`config.mk`:
```
export PLATFORM = sky130hd
export DESIGN_NAME = mul_u32_pipe
export DESIGN_NICKNAME = d
export VERILOG_FILES = /design/src/rtl/mul_u32_pipe.sv
export SDC_FILE = /design/constraint.sdc
export NUM_CORES = 2
export LEC_CHECK = 0
export CORE_UTILIZATION = 50
export CTS_CLUSTER_SIZE = 30
export DETAILED_ROUTE_END_ITERATION = 12
export PLACE_DENSITY_LB_ADDON = 0.1
export SYNTH_ARGS = -nofsm -noshare
export SYNTH_HDL_FRONTEND = slang
export SYNTH_SLANG_ARGS = --single-unit
```
`constraint.sdc`:
```
create_clock -name clk -period 8.28 [get_ports clk]
set_clock_uncertainty 0.2 [all_clocks]
set_input_delay 2.07 -clock clk [delete_from_list [all_inputs] [get_ports clk]]
set_output_delay 2.07 -clock clk [all_outputs]
set_load 0.03 [all_outputs]
```
`src/rtl/mul_u32_pipe.sv`:
```
// Two-stage pipelined unsigned multiplier for the FPU mantissa datapath.
// Stage 1 registers four half-width partial products; stage 2 sums them into the full product.
module mul_u32_pipe #(
  parameter int WIDTH = 32
) (
  input  logic               clk,
  input  logic               rst_n,
  input  logic               in_valid,
  input  logic [WIDTH-1:0]   a,
  input  logic [WIDTH-1:0]   b,
  output logic               out_valid,
  output logic [2*WIDTH-1:0] y
);

  localparam int HALF = WIDTH / 2;

  logic [WIDTH-1:0]   a_hi_ext, a_lo_ext, b_hi_ext, b_lo_ext;
  logic [WIDTH-1:0]   hh_d, hl_d, lh_d, ll_d;
  logic [WIDTH-1:0]   hh_q, hl_q, lh_q, ll_q;
  logic               v1_q;
  logic [WIDTH:0]     mid_sum;
  logic [2*WIDTH-1:0] hh_term, mid_term, ll_term, product_d;

  // Halves are zero-extended to WIDTH so each partial product is computed at its exact width.
  always_comb begin
    a_hi_ext = {{HALF{1'b0}}, a[WIDTH-1:HALF]};
    a_lo_ext = {{HALF{1'b0}}, a[HALF-1:0]};
    b_hi_ext = {{HALF{1'b0}}, b[WIDTH-1:HALF]};
    b_lo_ext = {{HALF{1'b0}}, b[HALF-1:0]};
    hh_d     = a_hi_ext * b_hi_ext;
    hl_d     = a_hi_ext * b_lo_ext;
    lh_d     = a_lo_ext * b_hi_ext;
    ll_d     = a_lo_ext * b_lo_ext;
  end

  always_ff @(posedge clk) begin
    if (!rst_n) begin
      v1_q <= 1'b0;
      hh_q <= '0;
      hl_q <= '0;
      lh_q <= '0;
      ll_q <= '0;
    end else begin
      v1_q <= in_valid;
      if (in_valid) begin
        hh_q <= hh_d;
        hl_q <= hl_d;
        lh_q <= lh_d;
        ll_q <= ll_d;
      end
    end
  end

  // The cross-term sum keeps its carry bit, which lands at bit WIDTH+HALF of the product.
  always_comb begin
    mid_sum   = {1'b0, hl_q} + {1'b0, lh_q};
    hh_term   = {hh_q, {WIDTH{1'b0}}};
    mid_term  = {{(HALF-1){1'b0}}, mid_sum, {HALF{1'b0}}};
    ll_term   = {{WIDTH{1'b0}}, ll_q};
    product_d = hh_term + mid_term + ll_term;
  end

  always_ff @(posedge clk) begin
    if (!rst_n) begin
      out_valid <= 1'b0;
      y         <= '0;
    end else begin
      out_valid <= v1_q;
      if (v1_q) begin
        y <= product_d;
      end
    end
  end

endmodule

```
Yosys cells after proc, flatten, opt, wreduce, memory -nomap -nowiden
Cells that the tools add are included. W data, S select, Z words.

Bits in registers: 194. Bits of input ports: 67. Output and inout port bits: 65. Word-level logic and storage cells: 14.

$add $sub $neg: 3. Multiply operators: 4.

Operator list (count): $mul A16 B16 Y32 (4); $add A64 B32 Y64 (1); $add A64 B49 Y64 (1); $add A32 B32 Y33 (1).

Longest topological paths before layout
Depth after elaboration: 3. Depth in mapped cells: 24.

Least setup slack after synthesis
Ideal clock, no wire load.

Kind: input-to-reg. From: in a[26]. To: reg hh_q[24]. Arrival time: 7796 ps. Slack: 167 ps. Stages: 20. Buffers on the path: 1. Cells stage by stage: clkbuf_1 nand2_1 fa_1 fa_1 fa_1 fa_1 inv_1 fa_1 inv_1 fa_1 inv_1 ha_1 and3_1 and3_2 a211oi_4 o21bai_4 a2111oi_4 nor3_2 or4_1 a32o_1.

Cells in the longest elaborated chain, start to end: 1.

RTL lines: from (decl) (line 9) `input logic [WIDTH-1:0] a,`; $mul A16 B16 Y32 (line 30) `hh_d = a_hi_ext * b_hi_ext;`; to (signal assigned) (line 46) `hh_q <= hh_d;`; to (decl) (line 19) `logic [WIDTH-1:0] hh_q, hl_q, lh_q, ll_q;`.

Every way passes these cells. A chain may end at the register's enable or synchronous reset.

Worst setup path after layout
From: in a[24]. To: reg hh_q[31].

The elaborated chain is that of the path after synthesis.

==> flow_summary.toml <==
[run_status]
status = "completed"

[sta]
min_period_over_period = 0.982
fmaxAchievable_ghz = 0.123
timing_max_transition_violations_final = 0
hold_violation_total_from_the_final_report = 0
tightestPinTransition_ns = 1.01
final.min_clock_period_ns = 8.13
report.final.setup_viol = 0
max_slew_margin = 0.325
fin_ws_ns = 0.151

[worst_setup_path]
timing.critical_path.slowest_cell_delay_ns = 0.55
cp_top_family = "adder cells"
crit_path_end_kind = "flop"
worstPathCellList = "clkdlybuf4s50_1, buf_12, buf_4, nand2_1, fa_1, inv_1, fa_1, fa_1, fa_1, fa_1, inv_1, fa_1, inv_1, ha_1, a21o_1, a21o_1, a21o_1, a221o_1, a21oi_2, o41ai_2, a221o_1, xnor2_2, a21oi_1"
cp_max_fo = 17
critical-path-top-cell-by-count = "fa_1"
crit_required_ns = 8.41
crit_path_start = "a[24]"
criticalPathCategory = "in2reg"
critical_path.n_buffers_inverters = 6
reg2reg_from = "lh_q[0]"
critical-path-slowest-cell = "fa_1"
critPathLaunchType = "primary input"
timing.critical_path.arrival_ns = 8.25

[clock_tree]
clock_tree_from_tritoncts = "built"
max_h_tree_level = 4
clock_sink_count = 194
clkLatencyLatePin_ns = 0.47
worst_setup_hold_path_clk_slew_ns = 0.08
numCtsBuffers = 17
clockBufferDepth = 2
root_buffer = "clkbuf_16"
cts_hold_repair.buffers = 0

[place]
place_worst_setup_slack_ns = -0.453
finalWeightedCongestion = 0.914
detailed_place.area_um2 = 51100
dp.cells = 6658
hpwl_um = 103000
buffer_ports.inserted = 131

[synth]
synth_area_um2 = 44400
post_synth_most_frequent_cells = "909 x inv_1, 778 x fa_1, 688 x nand2_1, 481 x and2_1, 481 x ha_1"
yosysTopAreaCell = "fa_1"
synth_cell_type_count = 81
synth_nets = 6432
ys_ff_latch = 194
async_reset_ff_frac = 0
post_synth_inst_count = 5106
seq_area_frac_synth = 0.0874
synth_flop_cell = "dfxtp_1"
yosysTopAreaCellShare = 0.350
number_of_warnings_issued_by_yosys = 0
synth-edff-count = 0
synthMostInstantiatedCell = "inv_1"
ys_top_cells_by_area = "fa_1 35%, ha_1 14%, dfxtp_1 8.7%, inv_1 7.7%, and2_1 6.8%"
syn-mean-instance-area_um2 = 8.70

[finish]
share_of_layout_cells_above_drive_strength_1 = 0.114
filler_cell_count = 7908
area.growth.synth_to_final_pct = 17.3
final_design_area_no_fill_um2 = 52100
fin_cells = 6708
layout.nets = 6860
utilization = 0.596

[global_routing]
largest_net_degree_at_the_start_of_global_routing = 78
grt_overflow = 0
grt_pass1_wl_um = 197000
track_usage = 0.279
antenna_found_initial = 10
first_global_vias = 36500

[floorplanning]
die-width_um = 300
top_ports = 132
core.rowCount = 108
floorplan.initialDensity = 0.508
floorplan.die_area_um2 = 90100
die_height_um = 300
design.core.area_um2 = 87400

[route]
post_drt_wl_per_cell_um = 18.4
violation_count_after_the_first_detailed_route_iteration = 1833
postRouteWirelength_um = 124000
ant_nets = 0
detail_route.first_pass.iterations = 5
drc = 0
drt-vias-per-instance = 5.29
vias = 35500

[run]
maxCapViolations = 0

[min_path]
min-delay-path-class = "reg2reg"
min-delay-start = "lh_q[25]"
## through the flow
step           hold WS [ns]  TNS [ns]
5_1_grt               0.292   -0.0134
6_report              0.272         0
3_3_place_gp          0.243    -11.00
2_1_floorplan         0.229         0
3_5_place_dp          0.252    -13.19
4_1_cts               0.272         0
## per-layer routing
metal | global-route usage | vias to the layer above | routed length [um]
li1 | - | 16700 | -
met1 | 0.361 | 17800 | 51200
met2 | 0.470 | 816 | 60500
met3 | 0.0398 | 178 | 6870
met4 | 0.109 | 6 | 5020
met5 | 0 | - | 41
## final timing paths
| check | endpoint | slack (ns) | cells after the start |
|---|---|---|---|
| min | lh_q[25] | 0.27 | 2 |
| min reg2reg | lh_q[25] | 0.27 | 2 |
| max reg2reg | y[62] | 2.74 | 20 |
| max | hh_q[31] | 0.15 | 23 |
## worst reg2reg max path: stages (launching register included)
cell and delay (ns):
dfxtp_1 0.35, ha_1 0.20, fa_1 0.21, a21oi_1 0.09, o21ai_0 0.15, a21oi_1 0.14, o211a_1 0.27, o31ai_1 0.66
a21oi_1 0.25, o21ai_1 0.34, xor2_1 0.19, ha_1 0.31, a21oi_1 0.22, nor2b_1 0.11, nor2_1 0.18, o21ai_0 0.16
or3b_2 0.48, o21ai_1 0.41, nor3_1 0.14, xnor2_1 0.23, a21oi_1 0.10
## final cells by class
| cell class | count | area, um2 | area share |
|---|---|---|---|
| multi-input combinational | 3737 | 36300 | 0.697 |
| timing repair buffer | 675 | 6420 | 0.123 |
| tap | 1155 | 1450 | 0.0277 |
| clock buffer | 18 | 439 | 0.00843 |
| sequential | 194 | 3890 | 0.0746 |
| clock inverter | 14 | 183 | 0.00350 |
| inverter | 909 | 3410 | 0.0655 |
| antenna | 6 | 15.0 | 0.000288 |
## sequential cells by signal (all words and copies together) (netlist names)
register / flops
v1_q: 1
hl_q: 32
out_valid: 1
lh_q: 32
ll_q: 32
hh_q: 32
y: 64
## logic make-up (layout without fill, tap and decap cells)
family	Yosys count	in the layout	synth area share
simple gates	1590	1590	0.180
fa+ha+maj	1259	1259	0.486
buf+inv	1175	1616	0.0994
compound gates	623	623	0.0922
flops	194	194	0.0874
xor+xnor	157	157	0.0309
mux	108	108	0.0244
other cells	0	6	0
## placed cells by master (no fill, tap or decap), types with 24 or more instances in the layout
cell and n:
clkdlybuf4s50_1 118, fa_1 776, buf_12 70, nand2_1 688, nor2b_1 129, a21oi_1 155
a21o_1 121, dfxtp_1 193, nor2_1 83, xor2_1 54, o21a_1 26, and2_1 481
mux2i_1 107, buf_4 463, o21ai_0 119, nand3_1 64, inv_1 909, xnor2_1 102
ha_1 478, and3_1 24
## timing repair
action	4_1_cts	5_1_grt
setup endpoints to repair	0	33
hold endpoints to repair	0	0
gates resized for setup	0	51
setup buffers	0	6
Power is not shown: default switching activity piles up to over one toggle a cycle in this logic, so the estimate is an artifact.
